<file path="config.mk">
export PLATFORM = sky130hd
export DESIGN_NAME = equiv_mismatch_monitor
export DESIGN_NICKNAME = d
export VERILOG_FILES = /design/src/rtl/equiv_mismatch_monitor.sv
export SDC_FILE = /design/constraint.sdc
export NUM_CORES = 1
export LEC_CHECK = 0
export ABC_CLOCK_PERIOD_IN_PS = 3300
export BUFFER_PORTS_ARGS = -buffer_cell sky130_fd_sc_hd__buf_2
export CORE_ASPECT_RATIO = 0.7
export CORE_UTILIZATION = 35
export DETAILED_ROUTE_END_ITERATION = 10
export PLACE_DENSITY = 0.6
export SYNTH_ARGS = -nofsm -noshare
export SYNTH_HDL_FRONTEND = slang
export SYNTH_SLANG_ARGS = --single-unit
</file>
<file path="constraint.sdc">
create_clock -name clk -period 3.3 [get_ports clk]
set_input_delay 0.33 -clock clk [delete_from_list [all_inputs] [get_ports clk]]
set_output_delay 0.33 -clock clk [all_outputs]
set_load 0.1 [all_outputs]
</file>
<file path="src/rtl/equiv_mismatch_monitor.sv">
// equiv_mismatch_monitor
// Compares the paired outputs of two design instances on every enabled clock,
// ignores a warm-up window after reset, captures the first divergence
// (cycle index and XOR signature) and keeps a saturating count of divergences.
module equiv_mismatch_monitor #(
  parameter int WIDTH  = 91,
  parameter int WARMUP = 4,
  parameter int CNT_W  = 16
) (
  input  logic             clk,
  input  logic             rst,
  input  logic             en,
  input  logic [WIDTH-1:0] y_1,
  input  logic [WIDTH-1:0] y_2,
  output logic             fail,
  output logic [CNT_W-1:0] first_cycle,
  output logic [WIDTH-1:0] first_diff,
  output logic [CNT_W-1:0] miss_cnt,
  output logic [CNT_W-1:0] cycle_cnt,
  output logic [1:0]       state
);

  typedef enum logic [1:0] {
    ST_WARMUP = 2'd0,
    ST_CHECK  = 2'd1,
    ST_FAIL   = 2'd2
  } state_t;

  // A zero-length warm-up still needs a legal one-bit counter.
  localparam int WCNT_W = (WARMUP > 0) ? $clog2(WARMUP + 1) : 1;
  localparam logic [WCNT_W-1:0] WLAST = WCNT_W'((WARMUP > 0) ? WARMUP - 1 : 0);
  localparam state_t RST_STATE = (WARMUP == 0) ? ST_CHECK : ST_WARMUP;

  // Saturating increment shared by the cycle and mismatch counters.
  function automatic logic [CNT_W-1:0] sat_inc(input logic [CNT_W-1:0] v);
    return (&v) ? v : v + CNT_W'(1);
  endfunction

  state_t             state_q, state_d;
  logic [WCNT_W-1:0]  wcnt_q, wcnt_d;
  logic               fail_q, fail_d;
  logic [CNT_W-1:0]   first_cycle_q, first_cycle_d;
  logic [WIDTH-1:0]   first_diff_q, first_diff_d;
  logic [CNT_W-1:0]   miss_cnt_q, miss_cnt_d;
  logic [CNT_W-1:0]   cycle_cnt_q, cycle_cnt_d;
  logic               mis;

  assign mis = en && (y_1 != y_2);

  // Next-state and capture logic; everything holds while en is low.
  always_comb begin
    state_d       = state_q;
    wcnt_d        = wcnt_q;
    fail_d        = fail_q;
    first_cycle_d = first_cycle_q;
    first_diff_d  = first_diff_q;
    miss_cnt_d    = miss_cnt_q;
    cycle_cnt_d   = cycle_cnt_q;

    if (en) begin
      cycle_cnt_d = sat_inc(cycle_cnt_q);
    end

    case (state_q)
      ST_WARMUP: begin
        // The sample on the leaving edge is still part of the warm-up.
        if (en) begin
          wcnt_d = wcnt_q + WCNT_W'(1);
          if (wcnt_q == WLAST) begin
            state_d = ST_CHECK;
          end
        end
      end
      ST_CHECK: begin
        if (mis) begin
          fail_d        = 1'b1;
          first_cycle_d = cycle_cnt_q;
          first_diff_d  = y_1 ^ y_2;
          miss_cnt_d    = CNT_W'(1);
          state_d       = ST_FAIL;
        end
      end
      ST_FAIL: begin
        // Terminal: only the mismatch count moves, first_* stay frozen.
        if (mis) begin
          miss_cnt_d = sat_inc(miss_cnt_q);
        end
      end
      default: begin
        state_d = RST_STATE;
      end
    endcase
  end

  // State and capture registers; reset overrides en and mismatches.
  always_ff @(posedge clk) begin
    if (rst) begin
      state_q       <= RST_STATE;
      wcnt_q        <= '0;
      fail_q        <= 1'b0;
      first_cycle_q <= '0;
      first_diff_q  <= '0;
      miss_cnt_q    <= '0;
      cycle_cnt_q   <= '0;
    end else begin
      state_q       <= state_d;
      wcnt_q        <= wcnt_d;
      fail_q        <= fail_d;
      first_cycle_q <= first_cycle_d;
      first_diff_q  <= first_diff_d;
      miss_cnt_q    <= miss_cnt_d;
      cycle_cnt_q   <= cycle_cnt_d;
    end
  end

  assign fail        = fail_q;
  assign first_cycle = first_cycle_q;
  assign first_diff  = first_diff_q;
  assign miss_cnt    = miss_cnt_q;
  assign cycle_cnt   = cycle_cnt_q;
  assign state       = state_q;

endmodule
</file>
==> run metrics <==
synth unique cells=46; largest net degree at the start of global routing=108; layout net count=1207; CTS Buf Count=17; post-synthesis instance total=704; Hold Buf Count CTS=0; post-synthesis sequential area ratio=44.82%; I/O pins=327; post-CTS setup buffers=0; TritonCTS Sinks=145; P_leak=3.742 nW; Die Ht=115.8 um; Main synth FF type=dfxtp_1; Crit path required time=3.63 ns; Initial DRT Pass Iterations=4; via count of the first global-routing pass=5253; critical-path cell list=ha_1 -> nand2_1 -> nor2_1 -> a21boi_0 -> o2111ai_1 -> a21oi_1 -> mux2i_1 -> nor4_1; Synth Area per Inst=9.199 um^2; Final setup viols=0; Layout Skew=0.01015 ns; peak per-stage delay on the critical path=0.54 ns; WS Path Type=register to register; DR vias=6105; endpoint type of the worst setup path=register; post-route antenna net violation count=0; Die X=164.6 um; fin. max-slew vios=0; Port Buf Inserts=326; Top delay family on crit path=compound AO/OA/AOI/OAI gates; synth warn=0; RSZ-0062 raised after global routing=false; final worst-path cycle share=77.57%; relative slew slack=58.83%; clk buf depth=2; syn nets=893; Critical-path top delay cell=a21oi_1; layout cells sized above 1=36.47%; fill cell count=1780; post-cts sizing count=0; Placer Congestion=0.8015; WP data arrival=2.89 ns; Post-DP HPWL=15.25 mm; Max VDD drop=272.0 uV; CTS H-tree depth=4; DRC viols=0; n_diodes=0; initial antenna violation count=1; Initial DRC Count=525; Die Area=19060 um^2; Final Hold Viols=0; CTS clk-pin slew, worst paths=0.06 ns; Root Buffer=clkbuf_16; Starting Density=35.86%; clk_lat worst skew=0.43 ns; first-pass GRT wire length=28.94 mm; Via density=4.818; footprint of the multi-input gates=3349 um^2; WL/cell=15.82 um; global route total overflow=0; Worst-Margin Slew=0.6176 ns; Tot GR Track Use=20.21%; Core Region=18060 um^2; Total Neg Setup Slack=0 ns; Routed Wire Length=20.05 mm; CP Max Fanout=8; Site Rows=41; CTS tree=built; layout overhead on the synthesized area=37.94%; Tmin final=2.560 ns; worst hold margin=0.2209 ns; Seq cells post-synth=145; type of the worst min-delay path=input pin to register; async set-reset flop share out of synthesis=0%; Buf+Inv Stages, Crit Path=0; startpoint types=register; Post-synth EDFFs=0; f_max=390.7 MHz; Max-Cap Viols=0; Synth Cell Area=6476 um^2; outcome=complete, no violations; Power Density=472.2 nW/um^2; Seq. cell area=2903 um^2
==> cells in the final DEF (no fill, tap or decap), types with 20 or more instances in the layout <==
cell type    n
xor2_1      21
buf_2      325
nand2_1     20
a21oi_1     21
nand4_1     29
dfxtp_1    145
a211oi_1    79
nor2_1     140
mux2i_1     36
xnor2_1     81
==> worst register-to-register path, delay by kind of cell (launching register included) <==
family                     cells  cell delay [ns]
AOI/OAI and AO/OA              3             1.28
muxes                          1             0.15
adders and majority gates      1             0.25
and+or+nand+nor                3             0.40
DFF                            1             0.39
==> cell usage after synthesis, drive strengths merged, types with 4 or more instances <==
cell,number,area (um^2)
inv,6,22.52
buf,20,135.1
clkbuf,21,78.83
o21ai,8,40.04
nand4,29,181.4
nor3,10,50.05
mux2i,36,360.4
xnor2,81,709.4
nand2,20,75.07
dfxtp,145,2903
ha,4,50.05
or4,9,67.56
xor2,21,183.9
a21oi,21,105.1
nor4,10,83.83
nor2,140,525.5
a211oi,80,600.6
nand3,10,50.05
==> state kept, by name, indices dropped and copies added (netlist names) <==
register,flops
cycle_cnt,16
fail,1
first_cycle,16
first_diff,91
miss_cnt,16
state,2
wcnt_q,3
==> where the power goes <==
group / leakage [nW] / total, mW / internal [mW] / switching, mW
Combinational: 2.28 / 0.474 / 0.187 / 0.287
Clock: 0.294 / 1.97 / 1.17 / 0.806
Sequential: 1.17 / 1.77 / 1.76 / 0.0103
==> path summary, 6_finish.rpt <==
kind                             from                     endpoint  slack [ns]  cells after the start
min                           y_2[11]  first_diff[11]$_SDFFE_PP0P_        0.22                      3
min reg2reg         fail$_SDFFE_PP0P_            fail$_SDFFE_PP0P_        0.48                      2
max          miss_cnt[0]$_SDFFE_PP0P_    miss_cnt[13]$_SDFFE_PP0P_        0.74                      8
max reg2reg  miss_cnt[0]$_SDFFE_PP0P_    miss_cnt[13]$_SDFFE_PP0P_        0.74                      8
==> cell type report <==
cell class                 count  share of cell area, %
sequential                   145                  32.49
inverter                       6                 0.2521
clock buffer                  19                  5.070
multi-input combinational    512                  37.49
timing repair buffer         336                  19.69
tap                          236                  3.305
clock inverter                13                  1.695
==> cell families after synthesis <==
kind of cell             count (synthesis)  share of synthesized area (%)
AO/OA/AOI/OAI                          125                          13.52
flip-flops                             145                          44.82
XOR/XNOR                               102                          13.79
buffers and inverters                   47                          3.651
adder cells (fa/ha/maj)                  4                         0.7728
multiplexers                            36                          5.564
AND/OR/NAND/NOR                        245                          17.87
==> metal layers <==
metal / routed length [um] / track usage, % / vias up
met2: 8642 / 29.02 / 234
li1: - / - / 3120
met5: 0 / 0 / -
met3: 1452 / 5.190 / 20
met1: 9692 / 29.13 / 2731
met4: 260 / 6.789 / 0
==> stage by stage <==
step	instances	utilization [%]	area [um^2]	setup WS [ns]	power, mW
global route	1267	49.47	8934	0.4825	4.375
global placement	1235	46.13	8329	0.4238	2.290
floorplan	704	-	6476	0.5920	2.072
CTS	1267	49.47	8934	0.7704	4.256
finish	1267	49.47	8934	0.7402	4.219
detailed placement	1235	46.13	8329	0.4102	2.288
No activity file was read; power rests on OpenSTA's default activity.
